==> config.mk <==
export PLATFORM = sky130hd
export DESIGN_NAME = hdr_ram_ctrl
export DESIGN_NICKNAME = d
export VERILOG_FILES = /design/src/rtl/hdr_ram_ctrl.sv
export SDC_FILE = /design/constraint.sdc
export NUM_CORES = 1
export LEC_CHECK = 0
export BUFFER_PORTS_ARGS = -buffer_cell sky130_fd_sc_hd__buf_4
export CAP_MARGIN = 15
export CORE_ASPECT_RATIO = 1.5
export CORE_MARGIN = 3
export CORE_UTILIZATION = 35
export DETAILED_ROUTE_END_ITERATION = 10
export GPL_TIMING_DRIVEN = 0
export PLACE_DENSITY_LB_ADDON = 0.2
export SLEW_MARGIN = 25
export SYNTH_ARGS = -nofsm -noshare
export SYNTH_HDL_FRONTEND = slang
export SYNTH_SLANG_ARGS = --single-unit
==> constraint.sdc <==
create_clock -name clock -period 6.3 [get_ports clock]
set_clock_uncertainty 0.05 [all_clocks]
set_input_delay 1.26 -clock clock [delete_from_list [all_inputs] [get_ports clock]]
set_output_delay 1.26 -clock clock [all_outputs]
set_load 0.02 [all_outputs]
==> src/rtl/hdr_ram_ctrl.sv <==
// Frame-oriented circular-buffer controller for a dual-port header RAM.
// Optional statistics outputs are enabled by defining HDR_RAM_CTRL_STATS_EN.
module hdr_ram_ctrl #(
  parameter int DATA_WIDTH = 17,
  parameter int RAM_ADRB   = 11
) (
  input  logic                  clock,
  input  logic                  reset,
  input  logic                  wr_en,
  input  logic [DATA_WIDTH-1:0] wr_data,
  input  logic                  wr_last,
  output logic                  ram_wea,
  output logic [RAM_ADRB-1:0]   ram_adra,
  output logic [DATA_WIDTH:0]   ram_dataa,
  output logic                  ram_enb,
  output logic [RAM_ADRB-1:0]   ram_adrb,
  input  logic [DATA_WIDTH:0]   ram_datab,
  output logic                  rd_valid,
  input  logic                  rd_ready,
  output logic [DATA_WIDTH-1:0] rd_data,
  output logic                  rd_last,
  output logic [RAM_ADRB-1:0]   frame_cnt,
  output logic [RAM_ADRB-1:0]   words_used,
  output logic                  wr_drop,
`ifdef HDR_RAM_CTRL_STATS_EN
  output logic [15:0]           stat_frames,
  output logic [15:0]           stat_drops,
  output logic [RAM_ADRB-1:0]   stat_peak,
`endif
  output logic                  busy
);

  typedef enum logic [1:0] {W_IDLE, W_OPEN, W_DROP} wstate_t;

  localparam logic [RAM_ADRB-1:0] ONE = RAM_ADRB'(1);

  wstate_t             state_q, state_d;
  logic [RAM_ADRB-1:0] wadr_q, wadr_d;
  logic [RAM_ADRB-1:0] wcommit_q, wcommit_d;
  logic [RAM_ADRB-1:0] radr_q, radr_d;
  logic [RAM_ADRB-1:0] frame_cnt_q, frame_cnt_d;
  logic                rd_valid_q, rd_valid_d;
  logic                wr_drop_q, wr_drop_d;

  logic [RAM_ADRB-1:0] radr_base;
  logic                full, wr_go, wr_acc, commit;
  logic                avail, enb, rd_acc, last_acc;

  // The word presented on rd_data is still owned by the buffer until accepted.
  assign radr_base = radr_q - (rd_valid_q ? ONE : '0);
  assign full      = (wadr_q + ONE) == radr_base;
  assign wr_go     = wr_en & ~reset;

  always_comb begin
    state_d   = state_q;
    wadr_d    = wadr_q;
    wcommit_d = wcommit_q;
    wr_drop_d = 1'b0;
    wr_acc    = 1'b0;
    commit    = 1'b0;
    if (wr_go) begin
      case (state_q)
        W_IDLE, W_OPEN: begin
          if (!full) begin
            wr_acc = 1'b1;
            wadr_d = wadr_q + ONE;
            if (wr_last) begin
              commit    = 1'b1;
              wcommit_d = wadr_q + ONE;
              state_d   = W_IDLE;
            end else begin
              state_d = W_OPEN;
            end
          end else begin
            // Overflow: rewind to the last commit and swallow the rest of the frame.
            wadr_d    = wcommit_q;
            wr_drop_d = 1'b1;
            state_d   = wr_last ? W_IDLE : W_DROP;
          end
        end
        W_DROP: begin
          if (wr_last) state_d = W_IDLE;
        end
        default: state_d = W_IDLE;
      endcase
    end
  end

  assign avail    = radr_q != wcommit_q;
  assign rd_acc   = rd_valid_q & rd_ready;
  assign enb      = ~reset & avail & (~rd_valid_q | rd_ready);
  assign last_acc = rd_acc & ram_datab[DATA_WIDTH];

  always_comb begin
    radr_d      = enb ? radr_q + ONE : radr_q;
    rd_valid_d  = enb ? 1'b1 : (rd_acc ? 1'b0 : rd_valid_q);
    frame_cnt_d = frame_cnt_q + (commit ? ONE : '0) - (last_acc ? ONE : '0);
  end

  always_ff @(posedge clock) begin
    if (reset) begin
      state_q     <= W_IDLE;
      wadr_q      <= '0;
      wcommit_q   <= '0;
      radr_q      <= '0;
      frame_cnt_q <= '0;
      rd_valid_q  <= 1'b0;
      wr_drop_q   <= 1'b0;
    end else begin
      state_q     <= state_d;
      wadr_q      <= wadr_d;
      wcommit_q   <= wcommit_d;
      radr_q      <= radr_d;
      frame_cnt_q <= frame_cnt_d;
      rd_valid_q  <= rd_valid_d;
      wr_drop_q   <= wr_drop_d;
    end
  end

  assign ram_wea    = wr_acc;
  assign ram_adra   = wadr_q;
  assign ram_dataa  = {wr_last, wr_data};
  assign ram_enb    = enb;
  assign ram_adrb   = radr_q;
  assign rd_valid   = rd_valid_q;
  assign rd_data    = ram_datab[DATA_WIDTH-1:0];
  assign rd_last    = ram_datab[DATA_WIDTH];
  assign frame_cnt  = frame_cnt_q;
  assign words_used = wadr_q - radr_base;
  assign wr_drop    = wr_drop_q;
  assign busy       = (state_q != W_IDLE) | rd_valid_q;

`ifdef HDR_RAM_CTRL_STATS_EN
  logic [15:0]         stat_frames_q, stat_frames_d;
  logic [15:0]         stat_drops_q, stat_drops_d;
  logic [RAM_ADRB-1:0] stat_peak_q, stat_peak_d;

  always_comb begin
    stat_frames_d = stat_frames_q;
    stat_drops_d  = stat_drops_q;
    stat_peak_d   = stat_peak_q;
    if (commit && stat_frames_q != 16'hFFFF) stat_frames_d = stat_frames_q + 16'd1;
    if (wr_drop_d && stat_drops_q != 16'hFFFF) stat_drops_d = stat_drops_q + 16'd1;
    if (words_used > stat_peak_q) stat_peak_d = words_used;
  end

  always_ff @(posedge clock) begin
    if (reset) begin
      stat_frames_q <= '0;
      stat_drops_q  <= '0;
      stat_peak_q   <= '0;
    end else begin
      stat_frames_q <= stat_frames_d;
      stat_drops_q  <= stat_drops_d;
      stat_peak_q   <= stat_peak_d;
    end
  end

  assign stat_frames = stat_frames_q;
  assign stat_drops  = stat_drops_q;
  assign stat_peak   = stat_peak_q;
`endif

endmodule

# Word level (Yosys, flattened, before mapping)
# Cells that the tools add are included.
dict set report word_totals {
  regBits 48
  input_bits 40
  out_inout_bits 85
  word_cells 57
}
dict set report classes {
  n_addsub 6
  eq_ne 5
  n_mux 19
  bitwise 12
  n_reduce_logical 8
}
# op count
set op_table {}
lappend op_table {{$add A11 B1 Y11 const B} 2}
lappend op_table {{$sub A11 B1 Y11} 2}
lappend op_table {{$mux W1} 14}
lappend op_table {{$add A11 B1 Y11} 1}
lappend op_table {{$eq A11 B11 Y1} 1}
lappend op_table {{$mux W11} 1}
lappend op_table {{$ne A11 B11 Y1} 1}
lappend op_table {{$sub A11 B11 Y11} 1}
lappend op_table {{$mux W2} 3}
lappend op_table {{$and A1 B1 Y1} 5}
lappend op_table {{$not A1 Y1} 5}
lappend op_table {{$pmux W2 S2} 1}
lappend op_table {{$reduce_and A2 Y1} 2}
lappend op_table {{$reduce_and A4 Y1} 1}
lappend op_table {{$reduce_bool A2 Y1} 2}
lappend op_table {{$reduce_or A3 Y1} 1}
lappend op_table {{$eq A2 B1 Y1 const B} 1}
lappend op_table {{$eq A2 B2 Y1 const B} 1}
lappend op_table {{$logic_not A2 Y1} 1}
lappend op_table {{$ne A2 B2 Y1 const B} 1}
lappend op_table {{$or A1 B1 Y1} 2}
lappend op_table {{$reduce_or A2 Y1} 1}

# Longest topological paths before layout
# Gate-level depths: netlist (run 1).
dict set report depth {
  ltp_word 9
  mapped_depth 22
  depth_no_buf 21
}

# Worst setup path after synthesis (run 1)
# Ideal clock, no wire load.
dict set report synth_path {
  path_type {reg2reg}
  start {register rd_valid_q (netlist: rd_valid)}
  end {register frame_cnt_q[9] (netlist: frame_cnt[9])}
  setup_ns 0.128
  t_arrival_ns 4.860
  t_required_ns 6.122
  path_slack_ns 1.263
  stages_incl_launch_ff 20
  path_buffers 1
  synth_period_minus_slack_ns 5.037
  path_cell_list {dfxtp_1 -> ha_1 -> ha_1 -> or4b_4 -> nor4_4 -> xnor2_1 -> xor2_1 -> or4_4 -> o311ai_4 -> buf_6 -> ha_1 -> inv_1 -> ha_1 -> a21o_1 -> a21oi_1 -> o21ai_0 -> a2111o_1 -> a41oi_1 -> xor2_1 -> nor2_1}
}
dict set report synth_via {
  elab_chain_len 9
  word_cells_on_any_way 12
  classes_between {3 x add/sub; 1 x eq/ne; 6 x mux; 2 x bitwise}
}
# item line_no
set synth_lines {}
lappend synth_lines {{from (decl)} 42} ;# logic rd_valid_q, rd_valid_d;
lappend synth_lines {{from (signal assigned)} 115} ;# rd_valid_q <= rd_valid_d;
lappend synth_lines {{$mux W1} 50} ;# assign radr_base = radr_q - (rd_valid_q ? ONE : '0);
lappend synth_lines {{$sub A11 B1 Y11} 50}
lappend synth_lines {{$eq A11 B11 Y1} 51} ;# assign full = (wadr_q + ONE) == radr_base;
lappend synth_lines {{$mux W1} 64} ;# if (!full) begin
lappend synth_lines {{$mux W1} 62} ;# case (state_q)
lappend synth_lines {{$mux W1} 61} ;# if (wr_go) begin
lappend synth_lines {{$mux W1} 97} ;# frame_cnt_d = frame_cnt_q + (commit ? ONE : '0) - (last_acc ? ONE : '0);
lappend synth_lines {{$add A11 B1 Y11} 97}
lappend synth_lines {{$sub A11 B1 Y11 *} 97}
lappend synth_lines {{to (signal assigned)} 114} ;# frame_cnt_q <= frame_cnt_d;
lappend synth_lines {{to (decl)} 41} ;# logic [RAM_ADRB-1:0] frame_cnt_q, frame_cnt_d;
# Every way passes the cells marked *; elsewhere a longest branch is shown, timed or not.
# A chain may end at the register's enable or synchronous reset.

# Worst setup path in the final report (run 1)
dict set report layout_path {
  start {register radr_q[0] (netlist: ram_adrb[0])}
  end {register frame_cnt_q[10] (netlist: frame_cnt[10])}
}
dict set report layout_via {
  elab_chain_len 8
}
# item line_no
set layout_lines {}
lappend layout_lines {{from (decl)} 40} ;# logic [RAM_ADRB-1:0] radr_q, radr_d;
lappend layout_lines {{from (signal assigned)} 113} ;# radr_q <= radr_d;
lappend layout_lines {{$sub A11 B1 Y11} 50}
lappend layout_lines {{$eq A11 B11 Y1} 51}
lappend layout_lines {{$mux W1} 64}
lappend layout_lines {{$mux W1} 62}
lappend layout_lines {{$mux W1} 61}
lappend layout_lines {{$mux W1} 97}
lappend layout_lines {{$add A11 B1 Y11} 97}
lappend layout_lines {{$sub A11 B1 Y11} 97}
# Every way passes these cells.

==> results_dict.tcl, run 1 <==
set metrics [dict create \
    drive_above_1_share_pct 26.8 \
    p_leak_nw 2.06 \
    layout_common_cells "buf_4 (126), dfxtp_1 (48), xnor2_1 (46)" \
    synth_compound_area_share_pct 11.9 \
    highest_layer "met4" \
    worstMarginPinSlew_ns 0.865 \
    first_pass_iters 4 \
    placed_cells 679 \
    start_util_pct 36.4 \
    rows 45 \
    hold_viol_final 0 \
    ys_ff_latch 48 \
    synth_nets 516 \
    grt_pass1_vias 3349 \
    drt-initial-drc-count 78 \
    routed_wl_mm 9.83 \
    cp_top_family "simple AND/OR/NAND/NOR gates" \
    cts_buffer_depth 2 \
    cts_buffers 5 \
    yosysSeqAreaShare_pct 25.8 \
    grt_usage_pct 16.3 \
    diodes 0 \
    grt-ovfl-total 0 \
    arrival_ns 5.70 \
    path_buf_inv 4 \
    m1WireLength_mm 3.88 \
    avgSynthCellArea_um2 8.30 \
    routabilityCongestion 0.875 \
    drv_cap 0 \
    cp_common_cell "ha_1" \
    worstPathRequired_ns 6.41 \
    r2r_cells 22 \
    drv_slew 0 \
    cp_max_fo 10 \
    clkLatencyLatePin_ns 0.29 \
    io_pins 125 \
    crit_path_end_kind "flop" \
    synthFlopType "dfxtp_1" \
    power.internal_w 0.00125 \
    wl_per_cell_um 14.4 \
    synth_warnings 0 \
    vdd_drop_max_v 0.000354 \
    swShare_pct 47.2 \
    rsz0062_at_grt "no" \
    synth_cell_types 49 \
    yosys.area_share.simple_pct 22.4 \
    r2r-start "ram_adrb[0]" \
    worstSetupEndpoint "frame_cnt[10]" \
    die_area_um2 11900 \
    grt_first_pass_wirelength_mm 16.0 \
    die_h_um 132 \
    synth_top_family_by_area "simple AND/OR/NAND/NOR gates" \
    switchingPower_w 0.00112 \
    crit_start "ram_adrb[0]" \
    outcome "completed" \
    netlist_area_um2 3730 \
    startpoint_type "flop" \
    async_flop_share_pct 0 \
    drc_errors 0 \
    cts_hold_buffers 0 \
    dpl_cell_area_um2 4570 \
    syn_inst 449 \
    fp.dieW_um 90.2 \
    crit_path_max_incr_delay_ns 0.67 \
    fin_tns_setup_ns 0 \
    layout_commonest_cell "buf_4" \
    design.core.area_um2 10200 \
    period_needed_ns 5.59 \
    cts_root_buf "clkbuf_16" \
    pwr_density_cell_nw_per_um2 501 \
    antenna_found_initial 0 \
    area_delta_synth_final_pct 27.0 \
    path_class "reg -> reg" \
    fmax_ghz 0.179 \
    synth_xor_area_share_pct 14.8 \
    routed_via_density 4.89 \
    setup_viol 0 \
    cts_max_level 2 \
    cts.sinks 48 \
    min_path_type "reg -> reg" \
    synth_edf_count 0 \
    clk_pin_slew_worst_paths_ns 0.07 \
    vias 3349 \
    cts_resized 0 \
    slowest_stage "or4_4" \
    r2r_end "frame_cnt[10]" \
    detail-route-antenna-nets 0 \
    p_comb_share_pct 69.5 \
    fin_crit_sh_pct 88.7 \
    dp_hpwl_mm 8.16 \
    worstSetupPathDepth 22 \
    cts_tree "yes" \
    grt_max_degree 14 \
    reg2reg_setup_slack_ns 0.71 \
    nets 612 \
    slew_headroom_pct 42.2 \
    stdcell_area_um2 4730 \
    seqPwrFrac_pct 18.0 \
    synth_mux_area_share_pct 2.99 \
    route.met3.wl_um 443 \
    numPortBuffers 89 \
    post_cts_buffers 0 \
    fin_cells 685 \
    synthAdderAreaFrac_pct 9.47 \
    wl_met2_mm 5.38 \
    path_cells "inv_1 > ha_1 > ha_1 > or4b_4 > nor4_4 > xnor2_1 > xor2_1 > or4_4 > o311ai_4 > buf_6 > ha_1 > inv_1 > ha_1 > inv_1 > fa_1 > nor2b_1 > o21ai_0 > a21oi_1 > o21ai_0 > a211o_1 > a21oi_1 > nor3b_1" \
    clock_power_share_pct 12.6 \
]
==> metrics by stage <==
step	setup WS [ns]	total power (W)	hold WS, ns	utilization, %
6_report	0.714	0.00237	0.421	46.2
5_1_grt	0.325	0.00257	0.472	46.2
4_1_cts	0.694	0.00239	0.426	46.1
3_5_place_dp	0.724	0.00208	0.411	44.6
3_3_place_gp	0.792	0.00207	0.405	44.6
2_1_floorplan	1.26	0.00158	0.384	-
==> worst min-delay path: stages (launching register included) <==
cell and delay, ns:
dfxtp_1 0.34, nand2_1 0.05, o31ai_1 0.05
==> power by group through the flow <==
stage	logic, W	clock network (W)	registers (W)
2_1_floorplan	0.00110	0	0.000474
3_3_place_gp	0.00164	0	0.000432
3_5_place_dp	0.00165	0	0.000433
4_1_cts	0.00166	0.000305	0.000427
5_1_grt	0.00181	0.000318	0.000436
6_report	0.00165	0.000298	0.000425
==> flip-flops by register name (all words and copies together), names as in the netlist <==
register,flops
wcommit_q,11
ram_adra,11
wr_drop,1
frame_cnt,11
state_q,2
rd_valid,1
ram_adrb,11
==> cells by family (layout without fill, tap and decap cells) <==
| logic type | after synthesis | in the layout |
|---|---|---|
| muxes | 11 | 11 |
| DFF | 48 | 48 |
| AOI/OAI and AO/OA | 61 | 61 |
| adders and majority gates | 27 | 27 |
| buffers and inverters | 82 | 177 |
| and+or+nand+nor | 157 | 157 |
| xor gates and xnor gates | 63 | 63 |
==> cell usage after synthesis (all sizes together) (2+ instances only) <==
cell	count	share of area, %
a21o	4	0.81
o21a	2	0.40
and3	6	1.0
o21ai	8	1.1
or4b	2	0.74
o311ai	2	0.94
o31a	9	2.1
xor2	17	4.0
nor3	15	2.0
a21oi	15	2.0
nor2	38	3.8
nand4	11	1.8
clkbuf	12	1.2
nor4	13	2.8
nand3	11	1.5
fa	2	1.1
or3	3	0.50
inv	26	2.6
dfxtp	48	26
or4	4	0.91
nor3b	3	0.60
nand2	28	2.8
nand2b	13	2.2
nor2b	7	1.2
ha	25	8.4
mux2i	10	2.7
o31ai	12	2.4
buf	44	8.8
xnor2	46	11
==> layer usage <==
metal	vias to the layer above	global-route usage, %
met5	-	0
met4	0	5.45
met3	7	2.63
met2	83	31.3
met1	1548	18.0
li1	1711	-
==> area by class of cell <==
class,instances,area (um2)
multi-input combinational,319,2300
inverter,26,97.6
clock buffer,5,125
buffer,56,374
fill,1070,5520
clock inverter,1,30.0
timing repair buffer,89,668
tap,141,176
sequential,48,961
==> how the worst min path moves through the flow <==
stage               startpoint          to  cells after the start
global route        state_q[0]  state_q[0]                      2
floorplan           state_q[0]  state_q[0]                      2
detailed placement  state_q[0]  state_q[0]                      2
finish              state_q[0]  state_q[0]                      2
CTS                 state_q[0]  state_q[0]                      2
global placement    state_q[0]  state_q[0]                      2
Power figures use the tool's default switching activity.
==> run 2, diff against run 1 <==
Settings changed: ABC_AREA set to 1.
==> run 2 against run 1 <==
  * Largest power group unchanged
  * Critical path depth fell by 5
  * Synthesized cell count rose by 56%
  * Worst setup slack better by 0.78 ns
  * Critical endpoint is now words_used[10]
  * Count of clock-buffer cells in the layout is the same
  * Combinational power is 52% lower
==> results_dict.tcl, run 2 <==
set metrics [dict create \
    slew_headroom_pct 65.5 \
    syn_inst 699 \
    vdd_drop_max_v 0.000284 \
    arrival_ns 3.50 \
    drc_errors 0 \
    vias 4580 \
    fin_ws_ns 1.49 \
    dp_hpwl_mm 11.1 \
    numPortBuffers 90 \
    synthFlopType "dfxtp_1" \
    fp.dieW_um 97.4 \
    power.internal_w 0.000793 \
    synth_area_leaders "dfxtp_1 (22%), nand2_1 (17%), inv_1 (7.6%)" \
    synthAdderAreaFrac_pct 8.05 \
    path_buf_inv 4 \
    grt_pass1_vias 4315 \
    synth.most_common_cell "nand2_1" \
    layout_commonest_cell "nand2_1" \
    pwr_density_cell_nw_per_um2 265 \
    gr-max-usage-layer "met2" \
    grt_usage_pct 18.7 \
    area_delta_synth_final_pct 22.9 \
    cts_hold_buffers 0 \
    cts_resized 0 \
    worstPathRequired_ns 4.99 \
    grt-ovfl-total 0 \
    clkLatencyLatePin_ns 0.29 \
    path_cells "inv_1 > ha_1 > ha_1 > buf_2 > nand2_1 > nand2_1 > nand2_1 > ha_1 > inv_1 > nor3_1 > a21oi_1 > o21ai_0 > a21oi_1 > nor2_1 > nor2_1 > xor2_1 > buf_4" \
    cts_root_buf "clkbuf_16" \
    p_leak_nw 2.81 \
    seqPwrFrac_pct 26.5 \
    drt-initial-drc-count 245 \
    use_met2_pct 36.1 \
    rsz0062_at_grt "no" \
    slowest_stage "dfxtp_1" \
    start_util_pct 36.1 \
    yosys.area_share.simple_pct 36.7 \
    crit_path_max_incr_delay_ns 0.38 \
    swShare_pct 44.4 \
    cp_top_family "adder cells" \
    min_path_type "reg -> reg" \
    design.core.area_um2 12100 \
    synth_top_family_by_area "simple AND/OR/NAND/NOR gates" \
    period_needed_ns 4.81 \
    r2r-start "ram_adrb[0]" \
    io_pins 125 \
    routabilityCongestion 0.929 \
    post_cts_buffers 0 \
    synth_cell_types 35 \
    cts_max_level 2 \
    clock_power_share_pct 18.0 \
    use_met1_pct 20.2 \
    routed_wl_mm 13.3 \
    synth_top_area_share_pct 21.9 \
    diodes 0 \
    clk_pin_slew_worst_paths_ns 0.07 \
    async_flop_share_pct 0 \
    cts_buffer_depth 2 \
    yosysTopAreaCell "dfxtp_1" \
    die_h_um 143 \
    first_pass_iters 5 \
    fin_crit_sh_pct 76.3 \
    grt_first_pass_wirelength_mm 21.1 \
    ys_ff_latch 48 \
    die_area_um2 13900 \
    dp_slack_ns 1.77 \
    synth_compound_area_share_pct 9.73 \
    cts_tree "yes" \
    routed_via_density 4.83 \
    crit_start "ram_adrb[0]" \
    wl_per_cell_um 14.1 \
    cts.sinks 48 \
    path_class "reg -> out" \
    hold_start "state_q[1]" \
    grt_max_degree 15 \
    worstMarginPinSlew_ns 0.517 \
    synth_nets 766 \
    synth_xor_area_share_pct 5.20 \
    cp_max_fo 9 \
    drive_above_1_share_pct 23.1 \
    crit_path_end_kind "output pin" \
    rows 49 \
    fmax_ghz 0.208 \
    setup_viol 0 \
    nets 863 \
    fin_tns_setup_ns 0 \
    synth_warnings 0 \
    startpoint_type "flop" \
    drv_slew 0 \
    switchingPower_w 0.000633 \
    netlist_area_um2 4380 \
    met3_usage_pct 3.03 \
    synthTopCellsByCount "nand2_1 (199), inv_1 (89), nand3_1 (54), dfxtp_1 (48), nor2_1 (41)" \
    detail-route-antenna-nets 0 \
    yosysSeqAreaShare_pct 21.9 \
    synth_edf_count 0 \
    drv_cap 0 \
    avgSynthCellArea_um2 6.27 \
    hold_viol_final 0 \
    antenna_found_initial 0 \
    outcome "completed" \
    synth_mux_area_share_pct 0 \
    p_comb_share_pct 55.5 \
    layout_common_cells "nand2_1 (199), buf_4 (126), inv_1 (89)" \
    cts_buffers 5 \
]
## run 2: cell count changes in the layout (fill, tap and decap cells not counted), moves of 12 or more
cell      previous run  this run
a21oi_1             15        40
inv_1               26        89
nand2_1             28       199
nand2b_1            13         0
nand3_1             11        54
o21ai_0              8        24
o21ai_1              0        12
xnor2_1             46         5
## run 2: power groups by stage
stage / Sequential, W / Combinational (W) / Clock, W
2_1_floorplan: 0.000413 / 0.000517 / 0
3_3_place_gp: 0.000384 / 0.000777 / 0
3_5_place_dp: 0.000385 / 0.000791 / 0
4_1_cts: 0.000378 / 0.000795 / 0.000267
5_1_grt: 0.000383 / 0.000887 / 0.000277
6_report: 0.000377 / 0.000792 / 0.000257
## run 2: worst paths after layout
path / end / slack [ns] / depth (start not counted)
max reg2reg: frame_cnt[8] / 1.89 / 25
min: state_q[1] / 0.43 / 2
max: words_used[10] / 1.49 / 17
min reg2reg: state_q[1] / 0.43 / 2
## run 2: worst reg2reg max path, cell delays in order (launching register included)
cell	delay, ns
dfxtp_1	0.38
inv_1	0.17
ha_1	0.35
ha_1	0.20
buf_2	0.20
nand2_2	0.10
nor2_2	0.16
nand3_1	0.10
nand2_1	0.16
nand2_1	0.07
nand2_1	0.07
nand2_1	0.08
nor2_4	0.13
nand3_4	0.13
nand3_4	0.12
buf_6	0.15
ha_1	0.24
inv_1	0.06
ha_1	0.18
inv_1	0.09
fa_1	0.43
inv_1	0.12
a21oi_1	0.10
o21ai_0	0.26
o21ai_0	0.12
a21oi_1	0.13
## run 2: final cells by class
type	count	area [um2]
Multi-Input combinational cell	487	2610
Timing Repair Buffer	90	676
Fill cell	1294	6750
Clock inverter	2	12.5
Tap cell	153	191
Clock buffer	5	125
Buffer	58	408
Sequential cell	48	961
Inverter	106	400
## run 2: per-layer routing
layer	wire length (um)	part of all wire, %	vias to the layer above
met3	737	5.5	17
met2	7140	54	149
li1	-	-	2385
met1	5110	38	2029
met5	0	0	-
met4	353	2.6	0
## run 2: through the flow
| stage | hold WS [ns] | cell area, um2 | std cells | power (W) | util [%] |
|---|---|---|---|---|---|
| after floorplan | 0.394 | 4380 | 699 | 0.000930 | - |
| after global placement | 0.407 | 5250 | 942 | 0.00116 | 43.2 |
| after detailed placement | 0.427 | 5250 | 942 | 0.00118 | 43.2 |
| after CTS | 0.437 | 5390 | 949 | 0.00144 | 44.4 |
| after global routing | 0.476 | 5390 | 949 | 0.00155 | 44.4 |
| final | 0.427 | 5390 | 949 | 0.00143 | 44.4 |
## run 2: kinds of logic (layout without fill, tap and decap cells)
group | Yosys count | in the layout
compound gates | 82 | 82
fa+ha+maj | 27 | 27
simple gates | 352 | 352
xor+xnor | 26 | 26
buf+inv | 164 | 261
flops | 48 | 48
